## src/rtl/pipe_stage_elastic_if.sv

```systemverilog
// Valid/ready handshake bundle carrying a payload word and a control vector.
// The master drives valid/data/ctrl; the slave answers with ready.
interface pipe_stage_elastic_if #(
   parameter int DATA_W = 32,
   parameter int CTRL_W = 40
);
   logic              valid;
   logic              ready;
   logic [DATA_W-1:0] data;
   logic [CTRL_W-1:0] ctrl;

   modport master (output valid, output data, output ctrl, input ready);
   modport slave  (input valid, input data, input ctrl, output ready);
endinterface

```

## src/rtl/pipe_stage_elastic.sv

```systemverilog
// Elastic pipeline-stage register with valid/ready backpressure, flush and stall.
// SKID=1 adds a second entry so in_ready is registered with no comb path from out_ready.
module pipe_stage_elastic #(
   parameter int DATA_W = 32,
   parameter int CTRL_W = 40,
   parameter bit SKID   = 1'b1
) (
   input  logic                 clock,
   input  logic                 reset,
   input  logic                 flush,
   input  logic                 stall,
   pipe_stage_elastic_if.slave  in_if,
   pipe_stage_elastic_if.master out_if,
   output logic [1:0]           count
);
   // Encoding doubles as the occupancy count.
   typedef enum logic [1:0] {
      EMPTY = 2'd0,
      ONE   = 2'd1,
      TWO   = 2'd2
   } state_t;

   state_t            state_q, state_d;
   logic [DATA_W-1:0] h_data_q, h_data_d, s_data_q, s_data_d;
   logic [CTRL_W-1:0] h_ctrl_q, h_ctrl_d, s_ctrl_q, s_ctrl_d;
   logic              out_valid;
   logic              do_accept;
   logic              do_release;

   assign out_valid    = (state_q != EMPTY);
   assign out_if.valid = out_valid;
   assign out_if.data  = h_data_q;
   assign out_if.ctrl  = out_valid ? h_ctrl_q : '0;
   assign count        = state_q;

   assign do_accept  = in_if.valid & in_if.ready & ~stall & ~flush;
   assign do_release = out_valid & out_if.ready & ~stall & ~flush;

   always_comb begin
      // NOTE: every output of this block gets a default first, so no path leaves one unassigned and no latch is inferred.
      state_d  = state_q;
      h_data_d = h_data_q;
      h_ctrl_d = h_ctrl_q;
      s_data_d = s_data_q;
      s_ctrl_d = s_ctrl_q;
      if (flush) begin
         state_d  = EMPTY;
         h_ctrl_d = '0;
         s_ctrl_d = '0;
      end else begin
         case (state_q)
            EMPTY: begin
               if (do_accept) begin
                  state_d  = ONE;
                  h_data_d = in_if.data;
                  h_ctrl_d = in_if.ctrl;
               end
            end
            ONE: begin
               if (do_accept && do_release) begin
                  h_data_d = in_if.data;
                  h_ctrl_d = in_if.ctrl;
               end else if (do_release) begin
                  state_d  = EMPTY;
                  h_ctrl_d = '0;
               end else if (do_accept && SKID) begin
                  state_d  = TWO;
                  s_data_d = in_if.data;
                  s_ctrl_d = in_if.ctrl;
               end
            end
            TWO: begin
               // in_ready is low here, so the only move is the skid word sliding into the head.
               if (do_release) begin
                  state_d  = ONE;
                  h_data_d = s_data_q;
                  h_ctrl_d = s_ctrl_q;
                  s_ctrl_d = '0;
               end
            end
            default: state_d = EMPTY;
         endcase
      end
   end

   // NOTE: payload registers are reset along with control so out_data reads 0 after reset; non-blocking assignments keep every register sampling pre-edge values.
   always_ff @(posedge clock or posedge reset) begin
      if (reset) begin
         state_q  <= EMPTY;
         h_data_q <= '0;
         h_ctrl_q <= '0;
         s_data_q <= '0;
         s_ctrl_q <= '0;
      end else begin
         state_q  <= state_d;
         h_data_q <= h_data_d;
         h_ctrl_q <= h_ctrl_d;
         s_data_q <= s_data_d;
         s_ctrl_q <= s_ctrl_d;
      end
   end

   generate
      if (SKID) begin : g_skid
         logic ready_q;
         // Held low through reset so the stage opens on the first edge after release.
         always_ff @(posedge clock or posedge reset) begin
            if (reset) ready_q <= 1'b0;
            else       ready_q <= (state_d != TWO);
         end
         assign in_if.ready = ready_q;
      end else begin : g_single
         assign in_if.ready = ~out_valid | out_if.ready;
      end
   endgenerate
endmodule
```

## src/flat_wrapper.sv

```systemverilog
// flat-port wrapper written by rule: the top's interface ports become plain ports
module pipe_stage_elastic_flat 
#(
   parameter int DATA_W = 32,
   parameter int CTRL_W = 40,
   parameter bit SKID   = 1'b1
)
  (clock, reset, flush, stall, count, in_if_valid, in_if_data, in_if_ctrl, in_if_ready, out_if_valid, out_if_data, out_if_ctrl, out_if_ready);
  pipe_stage_elastic_if #(.DATA_W(DATA_W), .CTRL_W(CTRL_W)) in_if_i ();
  pipe_stage_elastic_if #(.DATA_W(DATA_W), .CTRL_W(CTRL_W)) out_if_i ();
  input  logic clock;
  input  logic reset;
  input  logic flush;
  input  logic stall;
  output logic [1:0] count;
  input wire logic [$bits(in_if_i.valid)-1:0] in_if_valid;
  input wire logic [$bits(in_if_i.data)-1:0] in_if_data;
  input wire logic [$bits(in_if_i.ctrl)-1:0] in_if_ctrl;
  output wire logic [$bits(in_if_i.ready)-1:0] in_if_ready;
  output wire logic [$bits(out_if_i.valid)-1:0] out_if_valid;
  output wire logic [$bits(out_if_i.data)-1:0] out_if_data;
  output wire logic [$bits(out_if_i.ctrl)-1:0] out_if_ctrl;
  input wire logic [$bits(out_if_i.ready)-1:0] out_if_ready;
  assign in_if_i.valid = in_if_valid;
  assign in_if_i.data = in_if_data;
  assign in_if_i.ctrl = in_if_ctrl;
  assign in_if_ready = in_if_i.ready;
  assign out_if_valid = out_if_i.valid;
  assign out_if_data = out_if_i.data;
  assign out_if_ctrl = out_if_i.ctrl;
  assign out_if_i.ready = out_if_ready;
  pipe_stage_elastic #(.DATA_W(DATA_W), .CTRL_W(CTRL_W), .SKID(SKID)) u_core (.clock(clock), .reset(reset), .flush(flush), .stall(stall), .in_if(in_if_i), .out_if(out_if_i), .count(count));
endmodule
```

## config.mk

```make
export PLATFORM = sky130hd
export DESIGN_NAME = pipe_stage_elastic_flat
export DESIGN_NICKNAME = d
export VERILOG_FILES = /design/src/rtl/pipe_stage_elastic_if.sv /design/src/rtl/pipe_stage_elastic.sv /design/src/flat_wrapper.sv
export SDC_FILE = /design/constraint.sdc
export NUM_CORES = 1
export LEC_CHECK = 0
export ABC_CLOCK_PERIOD_IN_PS = 11310
export BUFFER_PORTS_ARGS = -buffer_cell sky130_fd_sc_hd__buf_2
export CAP_MARGIN = 20
export CORE_ASPECT_RATIO = 0.6
export CORE_MARGIN = 10
export CORE_UTILIZATION = 25
export CTS_CLUSTER_DIAMETER = 150
export DETAILED_ROUTE_END_ITERATION = 7
export HOLD_SLACK_MARGIN = 0.06
export SLEW_MARGIN = 5
export SYNTH_ARGS = -nofsm -noshare
export SYNTH_HDL_FRONTEND = slang
export SYNTH_SLANG_ARGS = --single-unit
```

## constraint.sdc

```tcl
create_clock -name clock -period 11.31 [get_ports clock]
set_clock_uncertainty 0.15 [all_clocks]
set_input_delay 1.131 -clock clock [delete_from_list [all_inputs] [get_ports clock]]
set_output_delay 1.131 -clock clock [all_outputs]
set_load 0.1 [all_outputs]
```

; Word level (Yosys, flattened, before mapping)
; Index checks and enable logic that the tools add are counted.
[word_totals]
wordCells = 60
out_inout_bits = 76
regBits = 147
[op_classes]
n_reduce_logical = 10
n_eq_ne = 12
mux = 22
bitwise = 10
[ops]
columns = op, count
row1 = 2-to-1 mux 40 bit, 9
row2 = one-hot mux 40 bit (3 select lines), 1
row3 = 2-to-1 mux 32 bit, 3
row4 = one-hot mux 32 bit (3 select lines), 1
row5 = one-hot mux 40 bit (2 select lines), 1
row6 = AND reduction 5 bit, 3
row7 = 2-to-1 mux 2 bit, 6
row8 = "inequality test 3 x 2 -> 1 bit, second input constant", 3
row9 = bitwise AND 1 bit, 6
row10 = "inequality test 2 x 1 -> 1 bit, second input constant", 3
row11 = "inequality test 3 bit, second input constant", 2
row12 = one-hot mux 2 bit (3 select lines), 1
row13 = nonzero test 3 bit, 2
row14 = "inequality test 4 x 2 -> 1 bit, second input constant", 1
row15 = inverter 1 bit, 4
row16 = AND reduction 4 bit, 1
row17 = nonzero test 4 bit, 1
row18 = "equality test 2 x 1 -> 1 bit, second input constant", 1
row19 = "equality test 2 bit, second input constant", 1
row20 = zero test 2 bit, 1
row21 = "inequality test 2 bit, second input constant", 1
row22 = nonzero test 2 bit, 1
row23 = logical AND 1 bit, 1

; Longest topological paths before layout
; Gate-level depths: netlist of the first run.
[logic_depth]
word_depth = 9
mapped_depth = 8
ltp_nobuf = 6

; Worst setup path after synthesis of the first run
; No wires, ideal clock.
[synth_path]
path_kind = register to output
start = register u_core.state_q[0] (netlist: u_core.count[0])
end = output port out_if_ctrl[0]
t_required_ns = 10.029
setup_slack_ns = 6.957
stages_incl_launch_ff = 6
arrival_time_ns = 3.072
path_cell_list = dfrtp_1 inv_1 ha_1 buf_6 clkbuf_1 nor2b_1
[synth_between]
elab_chain_len = 2
[synth_lines]
columns = item, line_no
row1 = start: declaration, pipe_stage_elastic.sv:23  ; state_t state_q, state_d;
row2 = start signal: assignment, pipe_stage_elastic.sv:95  ; state_q <= state_d;
row3 = nonzero test 2 bit, pipe_stage_elastic.sv:30  ; assign out_valid = (state_q != EMPTY);
row4 = 2-to-1 mux 40 bit, pipe_stage_elastic.sv:33  ; assign out_if.ctrl = out_valid ? h_ctrl_q : '0;
row5 = end: declaration, flat_wrapper.sv:22  ; output wire logic [$bits(out_if_i.ctrl)-1:0] out_if_ctrl;
; No other way between the ends.

; Worst setup path after layout of the first run
[layout_path]
start = register u_core.state_q[0] (netlist: u_core.count[0])
end = output port out_if_ctrl[39]
; The elaborated chain is that of the path after synthesis.

==> results of run 1 <==
## layout make-up
type	instances	area (um^2)
fill	2824	18800
sequential	147	3680
multi-input combinational	325	3110
timing repair buffer	160	818
tap	367	459
clock buffer	20	457
clock inverter	11	151
inverter	5	23.8
antenna	2	5.00
## power breakdown
| group | internal [mW] | total [mW] | switching [mW] |
|---|---|---|---|
| registers | 0.603 | 0.644 | 0.0412 |
| logic | 0.137 | 0.546 | 0.408 |
| clock network | 0.359 | 0.593 | 0.234 |
| total | 1.10 | 1.78 | 0.684 |
## Yosys cell counts, types with 4 or more instances
cell,n,share of area
sky130_fd_sc_hd__a221oi_1,41,0.052
sky130_fd_sc_hd__a22o_1,40,0.050
sky130_fd_sc_hd__buf_2,11,0.0079
sky130_fd_sc_hd__buf_6,4,0.0065
sky130_fd_sc_hd__clkbuf_1,28,0.015
sky130_fd_sc_hd__dfrtp_1,147,0.53
sky130_fd_sc_hd__ha_1,4,0.0072
sky130_fd_sc_hd__inv_1,5,0.0027
sky130_fd_sc_hd__mux2_2,67,0.11
sky130_fd_sc_hd__mux2_4,30,0.065
sky130_fd_sc_hd__nor2b_1,81,0.073
sky130_fd_sc_hd__o21ai_0,4,0.0029
sky130_fd_sc_hd__o2bb2ai_1,40,0.050
## stage by stage
| step | cell area, um^2 | setup WS, ns | hold slack, ns | std cells | power, mW |
|---|---|---|---|---|---|
| 6_report | 8700 | 7.53 | 0.331 | 1037 | 1.78 |
| 5_1_grt | 8700 | 7.34 | 0.343 | 1036 | 1.86 |
| 4_1_cts | 8690 | 7.41 | 0.336 | 1035 | 1.81 |
| 3_5_place_dp | 8090 | 7.60 | 0.317 | 1004 | 1.20 |
| 3_3_place_gp | 8090 | 7.64 | 0.316 | 1004 | 1.20 |
| 2_1_floorplan | 6970 | 6.08 | 0.299 | 522 | 1.10 |
## flip-flops by register name (all words and copies together) (netlist names)
register            flops
u_core.in_if.ready      1
u_core.s_data_q        32
u_core.h_ctrl_q        40
u_core.s_ctrl_q        40
u_core.out_if.data     32
u_core.count            2
## worst paths after layout
path / from / endpoint / cells past startpoint
setup / recovery: u_core.count[0]$_DFF_PP0_ / out_if_ctrl[39] / 4
max in group asynchronous: reset / u_core.s_ctrl_q[31]$_DFFE_PP0P_ / 3
hold / removal: u_core.h_ctrl_q[3]$_DFFE_PP0P_ / u_core.h_ctrl_q[3]$_DFFE_PP0P_ / 1
setup reg to reg: u_core.count[0]$_DFF_PP0_ / u_core.h_ctrl_q[35]$_DFFE_PP0P_ / 7
min in group asynchronous: reset / u_core.out_if.data[9]$_DFFE_PP0P_ / 2
hold reg to reg: u_core.h_ctrl_q[3]$_DFFE_PP0P_ / u_core.h_ctrl_q[3]$_DFFE_PP0P_ / 1
## kinds of logic (layout without fill, tap and decap cells)
group           count (synthesis)  after routing  share of synthesized area
simple gates                   92             92                     0.0934
buf+inv                        50            196                     0.0332
xor+xnor                        1              1                    0.00126
mux                            97             97                      0.173
fa+ha+maj                       4              4                    0.00719
compound gates                131            131                      0.164
flops                         147            147                      0.528
other cells                     0              2                          0
## layer usage
metal	vias to the layer above	global-route usage	wire length, um
li1	2242	-	-
met1	2386	0.155	9580
met2	118	0.169	8910
met3	22	0.0497	1380
met4	8	0.0316	177
met5	-	0	57
==> out/qor.txt, run 1 <==
SYNTH
----------------------------------------------------------------------------------
Distinct cell type count of the synthesized netlist                             32
Async SR Flop Fraction                                                        1.00
Mapped Avg Cell Area                                                     13.3 um^2
Post-synthesis instance area                                             6970 um^2
Post-synthesis net count                                                       604
Yosys Warn Count                                                                 0
Number of synthesized flops with an enable pin                                   0
Main flop type after synthesis                                        sky130_fd_sc_hd__dfrtp_1
Mapped Cells                                                                   522
Flop and latch count out of synthesis                                          147
Portion of the post-synthesis area used by sequential elements               0.528

GLOBAL ROUTE
----------------------------------------------------------------------------------
Maximum number of pins on one net before global-route repair                    81
Global-route wire length before repair                                     31.7 mm
Number of global-route vias before repair                                     5082
Number of antenna violations at the first check in global routing                6
Congestion Overflow GR                                                           0
Global-route total usage across every layer                                  0.116

FLOORPLAN
----------------------------------------------------------------------------------
I/O pin cnt                                                                    154
Floorplan die height                                                        149 um
Die Footprint                                                           35200 um^2
Std-Cell Rows                                                                   47
CORE AREA                                                               27500 um^2
Floorplan die width                                                         235 um
Initial Utilization                                                          0.253

FLOW RUN
----------------------------------------------------------------------------------
Count of max-cap constraint violations                                           0

STA
----------------------------------------------------------------------------------
Tcrit/Tclk final                                                             0.334
Max-slew headroom at the worst pin                                           0.306
Least-Margin Pin Slew                                                      1.04 ns
Final number of max-transition violations                                        0
Setup TNS Final                                                               0 ns
Count of endpoints failing hold in the final timing report                       0
Setup repair after global routing missed its margin                             no
Final worst path period need                                               3.78 ns
Highest clock frequency the design can meet                              0.265 GHz
Setup violation total in the final timing report                                 0

DRT
----------------------------------------------------------------------------------
First-pass iteration count of the detailed router                                4
Drc violations                                                                   0
Vias per inst                                                                 4.61
Wirelength per Cell                                                        19.4 um
Antenna violation net count after detailed routing                               0
Starting DRC count in detailed routing                                         313
Post-Route WL                                                              20.1 mm
Via count                                                                     4776

WORST SETUP PATH
----------------------------------------------------------------------------------
Critical path launch point type                                          flip-flop
Endpoint required time on the critical path                               10.03 ns
Data arrival time of the critical path                                     2.50 ns
Crit Path Category                                                    flip-flop to primary output
Critical path, cell by cell                                           inv_1 > ha_2 > nor2b_1 > buf_2
Crit path max-delay family                                             adder cells
Crit-path max FO                                                                46
R2R Setup Slk                                                              7.74 ns
Type of destination of the critical path                              primary output
CP max-delay cell                                                     sky130_fd_sc_hd__ha_2
Largest stage delay, worst path                                            0.89 ns
Count of buffer and inverter cells on the critical path                          2

FINISH
----------------------------------------------------------------------------------
NumNets Final                                                                  738
Core occupancy in the finished layout                                        0.316
Share of cells above drive strength 1                                        0.454
Most common cell after layout, fill and taps aside                    sky130_fd_sc_hd__buf_2
Signed area change from the synthesized netlist to the final layout          24.9%
Highest-count cells in the layout ignoring fill and taps              sky130_fd_sc_hd__buf_2 (153), sky130_fd_sc_hd__dfrtp_1 (147), sky130_fd_sc_hd__nor2b_1 (81), sky130_fd_sc_hd__mux2_2 (67), sky130_fd_sc_hd__a221oi_1 (41)

PLACEMENT
----------------------------------------------------------------------------------
Dpl hpwl                                                                   13.3 mm
Final weighted congestion of routability-driven global placement             0.711
Count of port buffers added during placement                                   153

CLOCK TREE
----------------------------------------------------------------------------------
Post-CTS repair timing setup buffer count                                        0
Number of buffers created by CTS                                                17
Deepest clock path buffer count                                                  2
Latest clock arrival within the worst-skew pair                            0.43 ns
Cell chosen for the clock root                                        sky130_fd_sc_hd__clkbuf_16
# resized after CTS                                                              0
Clock tree from TritonCTS                                                     done
CTS H-Tree Depth                                                                 4
Count of clock tree sinks                                                      147
Post-CTS Hold Fix Bufs                                                           0
Clock-pin transition on the worst setup and hold timing paths              0.06 ns

RUN STATUS
----------------------------------------------------------------------------------
Result of the run                                                     finished, final reports clean

HOLD PATH
----------------------------------------------------------------------------------
Worst hold path class                                                 flip-flop to flip-flop

POWER AND IR DROP
----------------------------------------------------------------------------------
Max VDD drop                                                              0.128 mV
Pwr per Cell Area                                                      205 nW/um^2
Cell leakage power                                                         4.03 nW

(Power assumes the default switching activity.)
==> run 2, diff against run 1 <==
--- a/config.mk
+++ b/config.mk
@@ -5,7 +5,7 @@
 export SDC_FILE = /design/constraint.sdc
 export NUM_CORES = 1
 export LEC_CHECK = 0
-export ABC_CLOCK_PERIOD_IN_PS = 11310
+export ABC_CLOCK_PERIOD_IN_PS = 3850
 export BUFFER_PORTS_ARGS = -buffer_cell sky130_fd_sc_hd__buf_2
 export CAP_MARGIN = 20
 export CORE_ASPECT_RATIO = 0.6
==> constraint.sdc (replaced) <==
create_clock -name clock -period 3.85 [get_ports clock]
set_clock_uncertainty 0.15 [all_clocks]
set_input_delay 0.385 -clock clock [delete_from_list [all_inputs] [get_ports clock]]
set_output_delay 0.385 -clock clock [all_outputs]
set_load 0.1 [all_outputs]
==> run 2 against run 1 <==
  * First-iteration DRC count fell by 9.3%
  * Routed wire length rose by 6.7%
  * Power rose to 3.1 times the previous value
  * Global-route usage rose by 0.49 points
  * Setup slack got worse by 6.8 ns
  * Critical endpoint is now u_core.s_ctrl_q[15]$_DFFE_PP0P_
  * Critical path depth rose by 4
  * Clock-buffer cell count fell by 2
  * Final area rose by 9.8%
==> out/qor.txt, run 2 (synthesis gave the netlist of run 1 again) <==
RUN STATUS
----------------------------------------------------------------------------------
Result of the run                                                     finished, final reports clean

GLOBAL ROUTE
----------------------------------------------------------------------------------
Number of global-route vias before repair                                     5543
Number of antenna violations at the first check in global routing                2
Congestion Overflow GR                                                           0
Global-route total usage across every layer                                  0.121
Global-route wire length before repair                                     33.3 mm
Maximum number of pins on one net before global-route repair                    90

FINISH
----------------------------------------------------------------------------------
Number of standard cells in the final layout excluding fillers                1115
Share of cells above drive strength 1                                        0.414
Highest-count cells in the layout ignoring fill and taps              sky130_fd_sc_hd__buf_2 (153), sky130_fd_sc_hd__dfrtp_1 (147), sky130_fd_sc_hd__nor2b_1 (81), sky130_fd_sc_hd__dlygate4sd3_1 (71), sky130_fd_sc_hd__mux2_2 (67)
Filler cells                                                                  2711
Most common cell after layout, fill and taps aside                    sky130_fd_sc_hd__buf_2
NumNets Final                                                                  815
Signed area change from the synthesized netlist to the final layout          37.2%
Largest registers                                                     u_core.h_ctrl_q (40), u_core.s_ctrl_q (40)

POWER AND IR DROP
----------------------------------------------------------------------------------
Net switching power                                                        2.04 mW
Cell leakage power                                                         4.40 nW
Share of power burned in registers                                           0.346
Clock network fraction of total power                                        0.348
Cell internal pwr                                                          3.44 mW
Max VDD drop                                                              0.446 mV
Sum of internal, switching and leakage power                               5.48 mW
Net switching share of the total power                                       0.372
Comb pwr share                                                               0.306
Pwr per Cell Area                                                      573 nW/um^2

PLACEMENT
----------------------------------------------------------------------------------
Dpl hpwl                                                                   13.9 mm
Count of port buffers added during placement                                   153
Number of cells after detailed placement                                      1010
Final weighted congestion of routability-driven global placement             0.753

FLOORPLAN
----------------------------------------------------------------------------------
Std-Cell Rows                                                                   47
Floorplan die height                                                        149 um
Initial Utilization                                                          0.253
CORE AREA                                                               27500 um^2
Floorplan die width                                                         235 um
I/O pin cnt                                                                    154
Die Footprint                                                           35200 um^2

STA
----------------------------------------------------------------------------------
Max-slew headroom at the worst pin                                           0.376
Highest clock frequency the design can meet                              0.324 GHz
Final number of max-transition violations                                        0
Setup repair after global routing missed its margin                             no
Final worst path period need                                               3.08 ns
Least-Margin Pin Slew                                                     0.936 ns
Count of endpoints failing hold in the final timing report                       0
Tcrit/Tclk final                                                             0.801
Setup violation total in the final timing report                                 0
Setup TNS Final                                                               0 ns

CLOCK TREE
----------------------------------------------------------------------------------
Count of clock tree sinks                                                      147
Clock tree from TritonCTS                                                     done
Latest clock arrival within the worst-skew pair                            0.44 ns
Number of buffers created by CTS                                                17
Clock-pin transition on the worst setup and hold timing paths              0.07 ns
Deepest clock path buffer count                                                  2
CTS H-Tree Depth                                                                 4
Cell chosen for the clock root                                        sky130_fd_sc_hd__clkbuf_16

WORST SETUP PATH
----------------------------------------------------------------------------------
Type of destination of the critical path                                 flip-flop
Critical register-to-register path startpoint                         u_core.count[0]$_DFF_PP0_
Data arrival time of the critical path                                     3.31 ns
Crit-path max FO                                                                35
Critical path, cell by cell                                           inv_1 > ha_2 > buf_4 > nor4b_4 > nor4_4 > a311oi_4 > buf_4 > a22o_1
Endpoint required time on the critical path                                4.07 ns
R2R cell count                                                                   8
Critical path launch point type                                          flip-flop
R2R Setup Slk                                                              0.77 ns
Crit Path Category                                                    flip-flop to flip-flop
Largest stage delay, worst path                                            0.55 ns
Reg-to-reg endpoint                                                   u_core.s_ctrl_q[15]$_DFFE_PP0P_
CP dominant cell by count                                             sky130_fd_sc_hd__buf_4
CP max-delay cell                                                     sky130_fd_sc_hd__nor4b_4

DRT
----------------------------------------------------------------------------------
Starting DRC count in detailed routing                                         284
First-pass iteration count of the detailed router                                4
Antenna violation net count after detailed routing                               0
Via count                                                                     5162
Wirelength per Cell                                                        19.2 um
Vias per inst                                                                 4.63
Drc violations                                                                   0
Post-Route WL                                                              21.4 mm

HOLD PATH
----------------------------------------------------------------------------------
Startpoint of the most critical hold path                             in_if_ctrl[35]
Capture endpoint of the worst hold path                               u_core.s_ctrl_q[35]$_DFFE_PP0P_
Hold Path Cell Cnt                                                               2
Worst hold path class                                                 primary input to flip-flop

FLOW RUN
----------------------------------------------------------------------------------
Count of max-cap constraint violations                                           0

==> run 2: cell types whose count changed in the layout (fill, tap and decap cells not counted), sizes merged <==
cell and delta:
buf +6, bufinv +3, clkbuf -2, clkinv +5, clkinvlp -3, dlygate4sd3 +71
inv -2
==> run 2: critical path: cells and delay by family, from the launching register on <==
kind            cells  cell delay [ns]
simple gates        2             0.63
fa+ha+maj           1             0.26
buf+inv             3             0.84
flops               1             0.44
compound gates      2             0.67
==> run 2: timing repair <==
item | 4_1_cts | 5_1_grt
setup buffers | 0 | 0
hold endpoints to repair | 83 | 0
hold buffers | 71 | 0
gates resized for setup | 0 | 0
==> run 2: layout make-up <==
class / instances / area [um^2] / share of cell area
sequential: 147 / 3680 / 0.385
multi-input combinational: 325 / 3110 / 0.325
timing repair buffer: 237 / 1620 / 0.170
tap: 367 / 459 / 0.0481
clock buffer: 18 / 429 / 0.0449
clock inverter: 14 / 231 / 0.0242
inverter: 5 / 22.5 / 0.00236
antenna: 2 / 5.00 / 0.000524
==> run 2: power by group through the flow <==
stage	Sequential (mW)	Combinational, mW	Clock (mW)
2_1_floorplan	2.76	0.460	0
3_5_place_dp	1.92	1.63	0
6_report	1.90	1.67	1.91
5_1_grt	1.92	1.75	2.03
4_1_cts	1.89	1.69	1.96
3_3_place_gp	1.91	1.61	0
==> run 2: layer usage <==
metal,part of all wire,global-route usage,up-vias
li1,-,-,2394
met1,0.48,0.163,2609
met2,0.45,0.180,139
met3,0.059,0.0408,20
met4,0.012,0.0402,0
met5,0,0,-
==> run 2: how the worst max path moves through the flow <==
stage / endpoint / slack (ns) / start
4_1_cts: u_core.out_if.data[5]$_DFFE_PP0P_ / 0.80 / u_core.count[0]$_DFF_PP0_
2_1_floorplan: out_if_ctrl[0] / 0.24 / u_core.count[0]$_DFF_PP0_
3_5_place_dp: u_core.s_ctrl_q[15]$_DFFE_PP0P_ / 0.80 / u_core.count[0]$_DFF_PP0_
3_3_place_gp: u_core.s_ctrl_q[29]$_DFFE_PP0P_ / 0.91 / u_core.count[0]$_DFF_PP0_
5_1_grt: u_core.s_ctrl_q[0]$_DFFE_PP0P_ / 0.64 / u_core.count[0]$_DFF_PP0_
6_report: u_core.s_ctrl_q[15]$_DFFE_PP0P_ / 0.77 / u_core.count[0]$_DFF_PP0_
==> run 2: stage by stage <==
stage                      util  worst slack (ns)  area (um^2)  hold WS [ns]
final                     0.347             0.766         9560        0.0892
after global routing      0.347             0.643         9550        0.0841
after CTS                 0.347             0.804         9550        0.0687
after detailed placement  0.297             0.804         8180         0.238
after global placement    0.297             0.906         8180         0.235
after floorplan               -             0.243         6970         0.299
